===== src/rtl/i2c_seq_pkg.sv =====
// Shared definitions for the I2C register read/write sequencers.
// Latency: n/a (types and constants only).
// Backpressure: n/a.
package i2c_seq_pkg;

    // Sequencer state encoding, also exported on state_out for debug.
    typedef enum logic [3:0] {
        ST_IDLE      = 4'd0,
        ST_CHECK_BUS = 4'd1,
        ST_CMD       = 4'd2,
        ST_SEND_REG  = 4'd3,
        ST_SEND_DATA = 4'd4,
        ST_WAIT_FREE = 4'd5,
        ST_DONE      = 4'd6,
        ST_FAIL      = 4'd7
    } seq_state_t;

    // 1 ms per wait at 27 MHz.
    localparam int         TIMEOUT_CYCLES_DEFAULT = 27000;
    localparam logic [6:0] VL53L0X_ADDR           = 7'h29;

endpackage


===== src/rtl/i2c_byte_buffer.sv =====
// Byte staging FIFO with first-word fall-through head and a flush.
// Latency: push visible on head/count the cycle after; head_next is the entry behind head.
// Backpressure: pushes ignored when full, pops ignored when empty; flush wins over both.
// Ports: push/push_data, pop, flush in; head, head_next, count, full, empty out.
module i2c_byte_buffer #(
    parameter int DEPTH = 16
) (
    input  logic                     clk,
    input  logic                     reset,
    input  logic                     push,
    input  logic [7:0]               push_data,
    input  logic                     pop,
    input  logic                     flush,
    output logic [7:0]               head,
    output logic [7:0]               head_next,
    output logic [$clog2(DEPTH):0]   count,
    output logic                     full,
    output logic                     empty
);
    localparam int AW = $clog2(DEPTH);
    localparam int CW = AW + 1;

    logic [7:0]    r_mem [DEPTH];
    logic [AW-1:0] r_wr_ptr;
    logic [AW-1:0] r_rd_ptr;
    logic [CW-1:0] r_count;
    logic          w_do_push;
    logic          w_do_pop;

    assign w_do_push = push && !full && !flush;
    assign w_do_pop  = pop && !empty && !flush;

    // Storage is not reset; only the pointers define what is valid.
    always_ff @(posedge clk) begin
        if (w_do_push) begin
            r_mem[r_wr_ptr] <= push_data;
        end
    end

    always_ff @(posedge clk or negedge reset) begin
        if (!reset) begin
            r_wr_ptr <= '0;
            r_rd_ptr <= '0;
            r_count  <= '0;
        end else if (flush) begin
            r_wr_ptr <= '0;
            r_rd_ptr <= '0;
            r_count  <= '0;
        end else begin
            if (w_do_push) r_wr_ptr <= r_wr_ptr + AW'(1);
            if (w_do_pop)  r_rd_ptr <= r_rd_ptr + AW'(1);
            r_count <= r_count + CW'(w_do_push) - CW'(w_do_pop);
        end
    end

    assign head      = r_mem[r_rd_ptr];
    // Lets a registered consumer load the following byte on the pop edge.
    assign head_next = r_mem[r_rd_ptr + AW'(1)];
    assign count     = r_count;
    assign full      = (r_count == CW'(DEPTH));
    assign empty     = (r_count == '0);

endmodule


===== src/rtl/i2c_write_reg.sv =====
// Writes a register address plus 0-15 staged bytes to an I2C slave via the shared master.
// Latency: busy the cycle after start; cmd_valid two cycles after start on an idle bus.
// Backpressure: cmd/data valids hold until ready; every wait times out to message_failure.
// Ports: staging load_* handshake, start/dev/reg/byte_width request, done/message_failure
// pulses, i2c_cmd_* and i2c_data_out_* towards the master, i2c_bus_* status from it.
module i2c_write_reg
    import i2c_seq_pkg::*;
#(
    parameter int DEPTH          = 16,
    parameter int TIMEOUT_CYCLES = TIMEOUT_CYCLES_DEFAULT
) (
    input  logic       clk,
    input  logic       reset,
    input  logic [6:0] dev_address,
    input  logic [7:0] reg_address,
    input  logic [3:0] byte_width,
    input  logic       start,
    input  logic [7:0] load_data,
    input  logic       load_valid,
    output logic       load_ready,
    output logic       done,
    output logic       message_failure,
    output logic       busy,
    output logic [6:0] i2c_dev_address,
    output logic       i2c_cmd_start,
    output logic       i2c_cmd_read,
    output logic       i2c_cmd_write,
    output logic       i2c_cmd_write_multiple,
    output logic       i2c_cmd_stop,
    output logic       i2c_cmd_valid,
    input  logic       i2c_cmd_ready,
    output logic [7:0] i2c_data_out,
    output logic       i2c_data_out_valid,
    input  logic       i2c_data_out_ready,
    output logic       i2c_data_out_last,
    input  logic       i2c_bus_busy,
    input  logic       i2c_bus_active,
    input  logic       i2c_bus_control,
    input  logic       i2c_missed_ack,
    output logic [3:0] state_out
);
    localparam int CW = $clog2(DEPTH) + 1;
    localparam int TW = $clog2(TIMEOUT_CYCLES) + 1;

    seq_state_t    r_state;
    logic [7:0]    r_reg;
    logic [3:0]    r_bw;
    logic [3:0]    r_remaining;
    logic [TW-1:0] r_timer;
    logic          r_load_ready, r_done, r_fail, r_busy, r_cmd_valid;
    logic          r_dat_vld, r_dat_last;
    logic [7:0]    r_dat;
    logic [6:0]    r_dev;

    logic [7:0]    w_head, w_head_next;
    logic [CW-1:0] w_count, w_count_pushed;
    logic          w_full, w_empty, w_push, w_pop, w_flush;
    logic          w_in_wait, w_progress, w_timeout, w_go_fail;

    assign w_push         = load_valid && r_load_ready;
    assign w_pop          = (r_state == ST_SEND_DATA) && i2c_data_out_ready && !i2c_missed_ack && !w_empty;
    assign w_flush        = (r_state == ST_FAIL);
    assign w_count_pushed = w_count + CW'(w_push);

    i2c_byte_buffer #(.DEPTH(DEPTH)) u_buf (
        .clk       (clk),
        .reset     (reset),
        .push      (w_push),
        .push_data (load_data),
        .pop       (w_pop),
        .flush     (w_flush),
        .head      (w_head),
        .head_next (w_head_next),
        .count     (w_count),
        .full      (w_full),
        .empty     (w_empty)
    );

    // Per-state "the thing we are waiting for happened"; a handshake beats a timeout.
    always_comb begin
        w_progress = 1'b0;
        case (r_state)
            ST_CHECK_BUS: w_progress = !i2c_bus_busy && !i2c_bus_active;
            ST_CMD:       w_progress = i2c_cmd_ready;
            ST_SEND_REG,
            ST_SEND_DATA: w_progress = i2c_data_out_ready;
            ST_WAIT_FREE: w_progress = !i2c_bus_busy && !i2c_bus_control;
            default:      w_progress = 1'b0;
        endcase
    end

    assign w_in_wait = (r_state == ST_CHECK_BUS) || (r_state == ST_CMD) || (r_state == ST_SEND_REG) ||
                       (r_state == ST_SEND_DATA) || (r_state == ST_WAIT_FREE);
    assign w_timeout = (r_timer == TW'(TIMEOUT_CYCLES - 1));

    // DONE and FAIL are already terminal, so a late missed ack there is not a new failure.
    assign w_go_fail = (i2c_missed_ack && (r_state != ST_IDLE) && (r_state != ST_DONE) && (r_state != ST_FAIL)) ||
                       (w_in_wait && w_timeout && !w_progress) ||
                       ((r_state == ST_IDLE) && start && (w_count_pushed < CW'(byte_width)));

    always_ff @(posedge clk or negedge reset) begin
        if (!reset) begin
            r_state      <= ST_IDLE;
            r_reg        <= '0;
            r_bw         <= '0;
            r_remaining  <= '0;
            r_timer      <= '0;
            r_load_ready <= 1'b0;
            r_done       <= 1'b0;
            r_fail       <= 1'b0;
            r_busy       <= 1'b0;
            r_cmd_valid  <= 1'b0;
            r_dat_vld    <= 1'b0;
            r_dat_last   <= 1'b0;
            r_dat        <= '0;
            r_dev        <= '0;
        end else begin
            r_done  <= 1'b0;
            r_fail  <= 1'b0;
            r_timer <= r_timer + TW'(1);
            if (w_go_fail) begin
                r_state      <= ST_FAIL;
                r_fail       <= 1'b1;
                r_busy       <= 1'b1;
                r_load_ready <= 1'b0;
                r_cmd_valid  <= 1'b0;
                r_dat_vld    <= 1'b0;
                r_dat_last   <= 1'b0;
                r_dat        <= '0;
                if (r_state == ST_IDLE) begin
                    r_dev <= dev_address;
                    r_reg <= reg_address;
                    r_bw  <= byte_width;
                end
            end else begin
                case (r_state)
                    ST_IDLE: begin
                        r_load_ready <= (w_count_pushed != CW'(DEPTH));
                        if (start) begin
                            r_dev        <= dev_address;
                            r_reg        <= reg_address;
                            r_bw         <= byte_width;
                            r_busy       <= 1'b1;
                            r_load_ready <= 1'b0;
                            r_timer      <= '0;
                            r_state      <= ST_CHECK_BUS;
                        end
                    end
                    ST_CHECK_BUS: if (w_progress) begin
                        r_cmd_valid <= 1'b1;
                        r_timer     <= '0;
                        r_state     <= ST_CMD;
                    end
                    ST_CMD: if (w_progress) begin
                        r_cmd_valid <= 1'b0;
                        r_dat       <= r_reg;
                        r_dat_vld   <= 1'b1;
                        r_dat_last  <= (r_bw == 4'd0);
                        r_timer     <= '0;
                        r_state     <= ST_SEND_REG;
                    end
                    ST_SEND_REG: if (w_progress) begin
                        r_timer <= '0;
                        if (r_bw == 4'd0) begin
                            r_dat_vld  <= 1'b0;
                            r_dat_last <= 1'b0;
                            r_dat      <= '0;
                            r_state    <= ST_WAIT_FREE;
                        end else begin
                            r_dat       <= w_head;
                            r_dat_last  <= (r_bw == 4'd1);
                            r_remaining <= r_bw;
                            r_state     <= ST_SEND_DATA;
                        end
                    end
                    ST_SEND_DATA: if (w_progress) begin
                        r_timer <= '0;
                        if (r_remaining == 4'd1) begin
                            r_dat_vld  <= 1'b0;
                            r_dat_last <= 1'b0;
                            r_dat      <= '0;
                            r_state    <= ST_WAIT_FREE;
                        end else begin
                            r_dat       <= w_head_next;
                            r_dat_last  <= (r_remaining == 4'd2);
                            r_remaining <= r_remaining - 4'd1;
                        end
                    end
                    ST_WAIT_FREE: if (w_progress) begin
                        r_done  <= 1'b1;
                        r_state <= ST_DONE;
                    end
                    ST_DONE: begin
                        r_busy       <= 1'b0;
                        r_load_ready <= !w_full;
                        r_state      <= ST_IDLE;
                    end
                    ST_FAIL: begin
                        // Buffer is flushed this cycle, so it is empty on return to IDLE.
                        r_busy       <= 1'b0;
                        r_load_ready <= 1'b1;
                        r_state      <= ST_IDLE;
                    end
                    default: r_state <= ST_IDLE;
                endcase
            end
        end
    end

    assign load_ready             = r_load_ready;
    assign done                   = r_done;
    assign message_failure        = r_fail;
    assign busy                   = r_busy;
    assign i2c_dev_address        = r_dev;
    assign i2c_cmd_valid          = r_cmd_valid;
    assign i2c_cmd_start          = r_cmd_valid;
    assign i2c_cmd_write_multiple = r_cmd_valid;
    assign i2c_cmd_stop           = r_cmd_valid;
    assign i2c_cmd_read           = 1'b0;
    assign i2c_cmd_write          = 1'b0;
    assign i2c_data_out           = r_dat;
    assign i2c_data_out_valid     = r_dat_vld;
    assign i2c_data_out_last      = r_dat_last;
    assign state_out              = r_state;

endmodule


===== config.mk =====
export PLATFORM = sky130hd
export DESIGN_NAME = i2c_write_reg
export DESIGN_NICKNAME = d
export VERILOG_FILES = /design/src/rtl/i2c_seq_pkg.sv /design/src/rtl/i2c_byte_buffer.sv /design/src/rtl/i2c_write_reg.sv
export SDC_FILE = /design/constraint.sdc
export NUM_CORES = 1
export LEC_CHECK = 0
export BUFFER_PORTS_ARGS = -buffer_cell sky130_fd_sc_hd__clkbuf_2
export CAP_MARGIN = 10
export CORE_MARGIN = 1
export CORE_UTILIZATION = 35
export CTS_CLUSTER_DIAMETER = 40
export CTS_CLUSTER_SIZE = 8
export DETAILED_ROUTE_END_ITERATION = 16
export HOLD_SLACK_MARGIN = 0.05
export SLEW_MARGIN = 40
export SYNTH_ARGS = -nofsm -noshare
export SYNTH_HDL_FRONTEND = slang
export SYNTH_SLANG_ARGS = --single-unit

===== constraint.sdc =====
create_clock -name clk -period 3.5 [get_ports clk]
set_input_delay 1.05 -clock clk [delete_from_list [all_inputs] [get_ports clk]]
set_output_delay 1.05 -clock clk [all_outputs]
set_load 0.01 [all_outputs]

# Yosys cells after proc, flatten, opt, wreduce, memory -nomap -nowiden
# Memory sizes are Yosys's and may differ from the RTL's.
# Index checks and enable logic that the tools add are counted.
[totals] ff_bits=71 ram_bits=128 output_inout_bits=31 word_cells=180 mem_count=1
[mem_list] memory="u_buf.r_mem" words=16 word_bits=8 read_ports=2 rd_clocked_by_memory_dff=0 wr=1 line="i2c_byte_buffer.sv:23" text="logic [7:0] r_mem [DEPTH];"
[classes] addsub=7 n_lt_le_gt_ge=1 n_eq_ne=27 muxes=73 bitwise_logic=1 n_reduce_logical=53
[op_table] op="4-bit 2-to-1 mux" count=20
[op_table] op="8-bit 2-to-1 mux" count=10
[op_table] op="16-bit 2-to-1 mux" count=3
[op_table] op="16-bit one-hot mux with 2 select lines" count=1
[op_table] op="7-bit 2-to-1 mux" count=4
[op_table] op="1-bit 2-to-1 mux" count=25
[op_table] op="4-bit one-hot mux with 6 select lines" count=1
[op_table] op="8-bit one-hot mux with 3 select lines" count=1
[op_table] op="3-bit inequality test, second input constant" count=6
[op_table] op="1-bit logical AND" count=17
[op_table] op="16-bit by 1-bit adder with 16-bit output, second input constant" count=1
[op_table] op="16-bit by 15-bit equality test with 1-bit output, second input constant" count=1
[op_table] op="4-bit by 3-bit equality test with 1-bit output, second input constant" count=4
[op_table] op="4-bit by 1-bit equality test with 1-bit output, second input constant" count=3
[op_table] op="4-bit by 2-bit equality test with 1-bit output, second input constant" count=3
[op_table] op="6-bit AND reduction" count=2
[op_table] op="4-bit nonzero test" count=3
[op_table] op="5-bit by 1-bit adder with 5-bit output" count=2
[op_table] op="1-bit one-hot mux with 3 select lines" count=3
[op_table] op="4-bit by 1-bit adder with 4-bit output, second input constant" count=2
[op_table] op="1-bit logical NOT" count=8
[op_table] op="4-bit logical NOT" count=2
[op_table] op="2-bit inequality test, second input constant" count=4
[op_table] op="4-bit by 3-bit inequality test with 1-bit output, second input constant" count=2
[op_table] op="21 further kinds" count=34

# Longest topological paths before layout
# Gate-level depths: netlist of the first run.
[depth] word_depth=11 ltp_mapped=12 mapped_depth_nobuf=12

# By module
# From an unflattened synthesis of the first run, not the netlist that was laid out.
[hier_totals] hier_cells=787 area_unflattened_um2=10223.6
[modules_own_cells] module="i2c_byte_buffer" n_inst=1 cells_per_inst=485 area_each_um2=7046.8
[modules_own_cells] module="i2c_write_reg" n_inst=1 cells_per_inst=302 area_each_um2=3176.8

# Worst setup path before layout of the first run
# Ideal clock, no wire load.
[synth_path] kind="input port to flip-flop" from="in i2c_data_out_ready" to="reg u_buf.r_count[4] (netlist: u_buf.count[4])" setup_time_ns=0.078 arrival_time_ns=3.051 setup_slack_ns=0.372 cell_stages=10 path_cell_list="buf_2 nor4b_4 ha_1 inv_1 ha_1 fa_1 a21oi_1 nor2_1 or3_1 a21oi_1"
[synth_via] elab_chain_len=7
[synth_lines] item="from (decl)" line="i2c_write_reg.sv:34" text="input logic i2c_data_out_ready,"
[synth_lines] item="1-bit logical AND (3 in series)" line="i2c_write_reg.sv:61" text="assign w_pop = (r_state == ST_SEND_DATA) && i2c_data_out_ready && !i2c_missed_ack && !w_empty;"
[synth_lines] item="1-bit logical AND (2 in series)" line="i2c_byte_buffer.sv:31" text="assign w_do_pop = pop && !empty && !flush;"
[synth_lines] item="5-bit by 1-bit subtractor with 5-bit output" line="i2c_byte_buffer.sv:52" text="r_count <= r_count + CW'(w_do_push) - CW'(w_do_pop);"
[synth_lines] item="5-bit 2-to-1 mux" line="i2c_byte_buffer.sv:45" text="end else if (flush) begin"
[synth_lines] item="to (signal assigned)" line="i2c_byte_buffer.sv:52"
[synth_lines] item="to (decl)" line="i2c_byte_buffer.sv:26" text="logic [CW-1:0] r_count;"
# Every way passes these cells.
# A chain may end at the register's enable or synchronous reset.

# Worst setup path in the final report of the first run
[layout_path] from="reg u_buf.r_count[2] (netlist: u_buf.count[2])" to="reg u_buf.r_count[4] (netlist: u_buf.count[4])"
[layout_via] elab_chain_len=7 word_cells_on_any_way=12 classes_between="add/sub: 2; eq/ne: 1; mux: 1; reduce/logical: 8"
[layout_lines] item="5-bit equality test or 5-bit logical NOT (tied branches)" line="i2c_byte_buffer.sv:60, i2c_byte_buffer.sv:61"
[layout_lines] item="1-bit logical NOT (on tied branches)" line="i2c_byte_buffer.sv:30, i2c_byte_buffer.sv:31, i2c_write_reg.sv:61"
[layout_lines] item="1-bit logical AND (on tied branches)" line="i2c_byte_buffer.sv:30, i2c_write_reg.sv:61"
[layout_lines] item="1-bit logical AND (on tied branches)" line="i2c_byte_buffer.sv:30, i2c_byte_buffer.sv:31"
[layout_lines] item="5-bit by 1-bit adder with 5-bit output or 1-bit logical AND (tied branches)" line="i2c_byte_buffer.sv:52, i2c_byte_buffer.sv:31"
[layout_lines] item="5-bit by 1-bit subtractor with 5-bit output *" line="i2c_byte_buffer.sv:52"
[layout_lines] item="5-bit 2-to-1 mux *" line="i2c_byte_buffer.sv:45"
# Every way passes the cells marked *; elsewhere a longest branch is shown, timed or not.

==> results of run 1 <==
==> where the power goes <==
part	internal (mW)	switching (mW)	leakage, nW
Sequential	2.81	0.248	2.05
Clock	1.14	0.881	0.309
Combinational	1.18	1.40	1.81
==> worst max-delay path by stage <==
stage                                         from                          to  slack (ns)  depth (start not counted)
after floorplan                 i2c_data_out_ready    u_buf.count[4]$_DFF_PN0_        0.37                         10
after global placement                  load_valid  r_remaining[2]$_DFFE_PN0P_        0.14                         11
after detailed placement                load_valid  r_remaining[2]$_DFFE_PN0P_        0.11                         11
after CTS                 u_buf.count[2]$_DFF_PN0_    u_buf.count[4]$_DFF_PN0_        0.46                         12
after global routing      u_buf.count[2]$_DFF_PN0_    u_buf.count[4]$_DFF_PN0_        0.23                         12
final                     u_buf.count[2]$_DFF_PN0_    u_buf.count[4]$_DFF_PN0_        0.48                         12
==> layout make-up <==
class                           instances  share of cell area
Multi-Input combinational cell        417               0.353
Inverter                               19             0.00621
Clock buffer                           25              0.0463
Timing Repair Buffer                  105              0.0596
Sequential cell                       198               0.488
Clock inverter                          7             0.00664
Tap cell                              378              0.0412
==> worst reg2reg max path, cell delays in order (launching register included) <==
cell	delay, ns
dfrtp_1	0.45
inv_1	0.11
ha_1	0.17
nor4b_1	0.45
nor4b_4	0.10
ha_1	0.29
inv_1	0.04
ha_1	0.22
fa_1	0.43
a21oi_1	0.16
nor2_1	0.06
or3_1	0.34
a21oi_1	0.14
==> cells by family (layout without fill, tap and decap cells) <==
logic type,count (synthesis),after routing,share of synthesized area
flip-flops,198,198,0.561
AND/OR/NAND/NOR,164,164,0.0832
multiplexers,117,117,0.204
AO/OA/AOI/OAI,86,86,0.0664
buffers and inverters,62,156,0.0338
XOR/XNOR,24,24,0.0218
adder cells (fa/ha/maj),23,23,0.0296
other,1,3,0.000376
==> per-stage QoR <==
stage | instance area, um2 | instances | hold slack, ns | utilization
2_1_floorplan | 9980 | 677 | 0.451 | -
3_3_place_gp | 10900 | 1117 | 0.465 | 0.389
3_5_place_dp | 10900 | 1117 | 0.474 | 0.389
4_1_cts | 11500 | 1149 | 0.484 | 0.411
5_1_grt | 11500 | 1149 | 0.529 | 0.411
6_report | 11500 | 1149 | 0.482 | 0.411
==> metal layers <==
| metal | part of all wire | vias up | track usage |
|---|---|---|---|
| li1 | - | 2764 | - |
| met1 | 0.45 | 3155 | 0.220 |
| met2 | 0.48 | 162 | 0.271 |
| met3 | 0.054 | 21 | 0.0379 |
| met4 | 0.012 | 2 | 0.0454 |
| met5 | 0.00057 | - | 0 |
==> cell usage in the layout, fill, tap and decap left out, types with 15 or more instances in the layout <==
master       n
a21oi_1     15
buf_4       37
clkbuf_16   19
clkbuf_2    66
dfrtp_1     68
edfxtp_1   128
ha_1        22
inv_1       19
mux2_2      34
mux2i_1     17
mux4_2      65
nand2_1     25
nor2_1      66
==> flow_metrics.tcl, run 1 <==
set metrics [dict create \
    fin_ws_ns 0.481 \
    antenna-diode-count 0 \
    hold_end "r_timer[0]$_DFF_PN0_" \
    r2r_cells 12 \
    critPathCaptureType "register" \
    fmax_ghz 0.331 \
    antenna_left 0 \
    start_kind "register" \
    fin_nets 818 \
    slowest_stage "dfrtp_1" \
    clock_latency_ns 0.44 \
    synth_common_cells "edfxtp_1, dfrtp_1, nor2_1" \
    die-area_um2 29200 \
    nFillCells 2585 \
    grt_first_pass_wirelength_mm 35.6 \
    post_cts_buffers 0 \
    critPathBufInv 2 \
    cpMostUsedCell "ha_1" \
    r2r_start "u_buf.count[2]$_DFF_PN0_" \
    rr_endpoint "u_buf.count[4]$_DFF_PN0_" \
    die_y_um 171 \
    largest_registers "u_buf.r_mem (128), r_timer (16)" \
    synthArstFlopShare 0.354 \
    drcViolationCount 0 \
    critPathMaxFanout 5 \
    drive_above_1_share 0.333 \
    grt_overflow 0 \
    synth_edf_count 128 \
    hold_buffers 0 \
    io_pins 68 \
    p_leak_nw 4.17 \
    io_buffers 64 \
    totalWireLength_mm 22.9 \
    grt_max_degree 71 \
    fin_crit_sh 0.863 \
    seq_area_um2 5600 \
    power.density_nw_per_um2 667 \
    yosys_warnings 0 \
    worstHoldStart "r_timer[0]$_DFF_PN0_" \
    largest-register "u_buf.r_mem" \
    vias_per_cell 5.31 \
    cts_buffer_depth 2 \
    synth.distinct_cells 69 \
    clock_skew_ns 0.0110 \
    worst_pin_slew_ns 0.676 \
    path_cells "inv_1, ha_1, nor4b_1, nor4b_4, ha_1, inv_1, ha_1, fa_1, a21oi_1, nor2_1, or3_1, a21oi_1" \
    multiInputGateArea_um2 4050 \
    status "completed" \
    area_growth_syn_to_layout_pct 15.2 \
    drt_first_pass_iters 6 \
    place_ws_ns 0.111 \
    num_vias 6104 \
    cts_tree "yes" \
    period_minus_slack_ns 3.02 \
    antenna_found_initial 1 \
    clk_pin_slew_ns 0.07 \
    drtIter0Drc 465 \
    cts_sinks 198 \
    cts_resized 0 \
    rsz0062_at_grt "false" \
    max_slew_margin 0.548 \
    cts_root_buffer "clkbuf_16" \
    final_hold_viol_count 0 \
    dp_hpwl_mm 15.4 \
    yosysTopAreaCellShare 0.385 \
    synthTopCellsByArea "edfxtp_1, dfrtp_1, mux4_2" \
    numCtsBuffers 17 \
    coreArea_um2 27900 \
    yosys.area.top_type "edfxtp_1" \
    initial_core_util 0.357 \
    critPathTopFamily "adder cells" \
    yosysMostFrequentCell "edfxtp_1" \
    seq_area_frac_synth 0.561 \
    setup_viol 0 \
    maxSlewViolCount 0 \
    track_usage 0.165 \
    synth_area_per_cell_um2 14.8 \
    syn_area_um2 9970 \
    synthFlopType "edfxtp_1" \
    tns_ns 0 \
    min_path_type "register to register" \
    worstPathRequired_ns 3.87 \
    synthCells 675 \
    ys_ff_latch 198 \
    critPathMaxStageDelay_ns 0.45 \
    rows 61 \
    power_mw 7.66 \
    cp_data_arrival_time_ns 3.39 \
    htreeDepth 4 \
    reg2reg_slack_ns 0.48 \
    peakVddDrop_mv 0.348 \
    grt_pass1_vias 6207 \
    maxCapViolCount 0 \
    wl_per_cell_um 19.9 \
    largest_reg_flops 128 \
    worstSetupPathType "register to register" \
    gp_congestion 0.795 \
    hold-path-cell-count 1 \
    die_w_um 171 \
]
No activity file was read; power rests on OpenSTA's default activity.
==> run 2: changes to the inputs <==
--- a/config.mk
+++ b/config.mk
@@ -5,6 +5,7 @@
 export SDC_FILE = /design/constraint.sdc
 export NUM_CORES = 1
 export LEC_CHECK = 0
+export ABC_CLOCK_PERIOD_IN_PS = 3500
 export BUFFER_PORTS_ARGS = -buffer_cell sky130_fd_sc_hd__clkbuf_2
 export CAP_MARGIN = 10
 export CORE_MARGIN = 1
@@ -12,6 +13,7 @@
 export CTS_CLUSTER_DIAMETER = 40
 export CTS_CLUSTER_SIZE = 8
 export DETAILED_ROUTE_END_ITERATION = 16
+export GPL_TIMING_DRIVEN = 0
 export HOLD_SLACK_MARGIN = 0.05
 export SLEW_MARGIN = 40
 export SYNTH_ARGS = -nofsm -noshare
==> flow_metrics.tcl, run 2 (synthesized netlist as in run 1, its figures left out) <==
set metrics [dict create \
    cts_sinks 198 \
    critPathMaxStageDelay_ns 0.66 \
    power.density_nw_per_um2 667 \
    peakVddDrop_mv 0.347 \
    fin_ws_ns 0.0639 \
    slowest_stage "a221oi_1" \
    critPathCaptureType "register" \
    io_buffers 63 \
    max_slew_margin 0.425 \
    die_y_um 171 \
    num_vias 6203 \
    fin_nets 824 \
    antenna_left 0 \
    rsz0062_at_grt "false" \
    grt_overflow 0 \
    p_leak_nw 4.15 \
    gp_congestion 0.826 \
    period_minus_slack_ns 3.44 \
    fin_crit_sh 0.982 \
    maxCapViolCount 0 \
    worstPathRequired_ns 3.83 \
    worst_pin_slew_ns 0.863 \
    drtIter0Drc 637 \
    tns_ns 0 \
    grt_first_pass_wirelength_mm 36.5 \
    dp_hpwl_mm 16.6 \
    antenna-diode-count 0 \
    totalWireLength_mm 23.7 \
    initial_core_util 0.357 \
    die_w_um 171 \
    cts_buffer_depth 2 \
    mostFrequentLayoutCell "edfxtp_1" \
    min_path_type "input port to asynchronous set/reset pin" \
    coreArea_um2 27900 \
    track_usage 0.170 \
    largest_reg_flops 128 \
    status "completed" \
    antenna_found_initial 1 \
    cts_root_buffer "clkbuf_16" \
    fmax_ghz 0.291 \
    path_cells "ha_1, clkbuf_1, clkbuf_1, mux4_2, mux2_2, a221oi_1, a2bb2oi_1, nor2_1" \
    largest_registers "u_buf.r_mem (128), r_timer (16)" \
    final_hold_viol_count 0 \
    drcViolationCount 0 \
    wl_per_cell_um 20.5 \
    drt_first_pass_iters 5 \
    cts_tree "yes" \
    io_pins 68 \
    cp_data_arrival_time_ns 3.77 \
    vias_per_cell 5.37 \
    clock_skew_ns 0.0149 \
    clk_pin_slew_ns 0.08 \
    nFillCells 2551 \
    clock_latency_ns 0.44 \
    setup_viol 0 \
    rows 61 \
    largest-register "u_buf.r_mem" \
    place_ws_ns 0.00848 \
    critPathMaxFanout 10 \
    cpMostUsedCell "clkbuf_1" \
    grt_max_degree 65 \
    drive_above_1_share 0.338 \
    postLayoutCoreUtil 0.412 \
    mostFrequentLayoutCells "edfxtp_1, dfrtp_1, mux4_2" \
    hold_buffers 0 \
    numCtsBuffers 17 \
    htreeDepth 4 \
    die-area_um2 29200 \
    maxSlewViolCount 0 \
    grt_pass1_vias 6107 \
    worstSetupPathType "register to register" \
    area_growth_syn_to_layout_pct 15.3 \
    start_kind "register" \
]
run 2: report_power, final:
| group | internal (mW) | leakage, nW | total, mW | switching, mW |
|---|---|---|---|---|
| sequential | 2.80 | 2.05 | 3.07 | 0.266 |
| clock | 1.03 | 0.293 | 2.00 | 0.966 |
| combinational | 1.16 | 1.81 | 2.61 | 1.44 |
run 2: final timing paths:
| kind | cells past startpoint | end | slack (ns) | from |
|---|---|---|---|---|
| worst min-delay path | 1 | r_timer[10]$_DFF_PN0_ | 0.42 | reset |
| max in group asynchronous | 2 | r_remaining[3]$_DFFE_PN0P_ | 2.57 | reset |
| worst max-delay path | 8 | i2c_data_out[1]$_DFFE_PN0P_ | 0.06 | u_buf.r_rd_ptr[0]$_DFFE_PN0P_ |
| worst min register to register | 1 | r_timer[0]$_DFF_PN0_ | 0.48 | r_timer[0]$_DFF_PN0_ |
| worst max register to register | 8 | i2c_data_out[1]$_DFFE_PN0P_ | 0.06 | u_buf.r_rd_ptr[0]$_DFFE_PN0P_ |
| min in group clk | 1 | r_timer[0]$_DFF_PN0_ | 0.48 | r_timer[0]$_DFF_PN0_ |
run 2: metal layers:
| metal | vias up | global-route usage | part of all wire |
|---|---|---|---|
| met5 | - | 0 | 0.00046 |
| met4 | 2 | 0.0560 | 0.021 |
| met3 | 36 | 0.0308 | 0.061 |
| met2 | 250 | 0.269 | 0.47 |
| met1 | 3126 | 0.234 | 0.44 |
| li1 | 2789 | - | - |
run 2: cell type report:
class | instances | area (um2) | area share
plain buffers | 43 | 267 | 0.0232
clock buffers | 18 | 429 | 0.0373
clock inverters | 14 | 180 | 0.0157
inverters | 19 | 71.3 | 0.00620
multi-input cells | 417 | 4100 | 0.357
flip-flops and latches | 198 | 5600 | 0.487
well taps | 378 | 473 | 0.0411
repair buffers | 68 | 382 | 0.0332
run 2: critical path: cells and delay by family, from the launching register on:
| kind | cells | cell delay [ns] |
|---|---|---|
| buffers and inverters | 2 | 0.98 |
| AO/OA/AOI/OAI | 2 | 0.90 |
| multiplexers | 2 | 0.68 |
| flip-flops | 1 | 0.42 |
| adder cells (fa/ha/maj) | 1 | 0.29 |
| AND/OR/NAND/NOR | 1 | 0.05 |
run 2: what timing repair did:
action,in CTS,in global routing
setup buffers,0,2
setup endpoints to repair,0,2
resized for setup,0,2
run 2: per-stage QoR:
step                hold slack (ns)  instances  power [mW]  cell area, um2
global placement              0.479       1118        5.65           10800
global route                  0.404       1155        8.10           11500
CTS                           0.401       1153        7.71           11500
finish                        0.420       1155        7.67           11500
floorplan                     0.451        677        4.91            9980
detailed placement            0.475       1121        5.71           10900
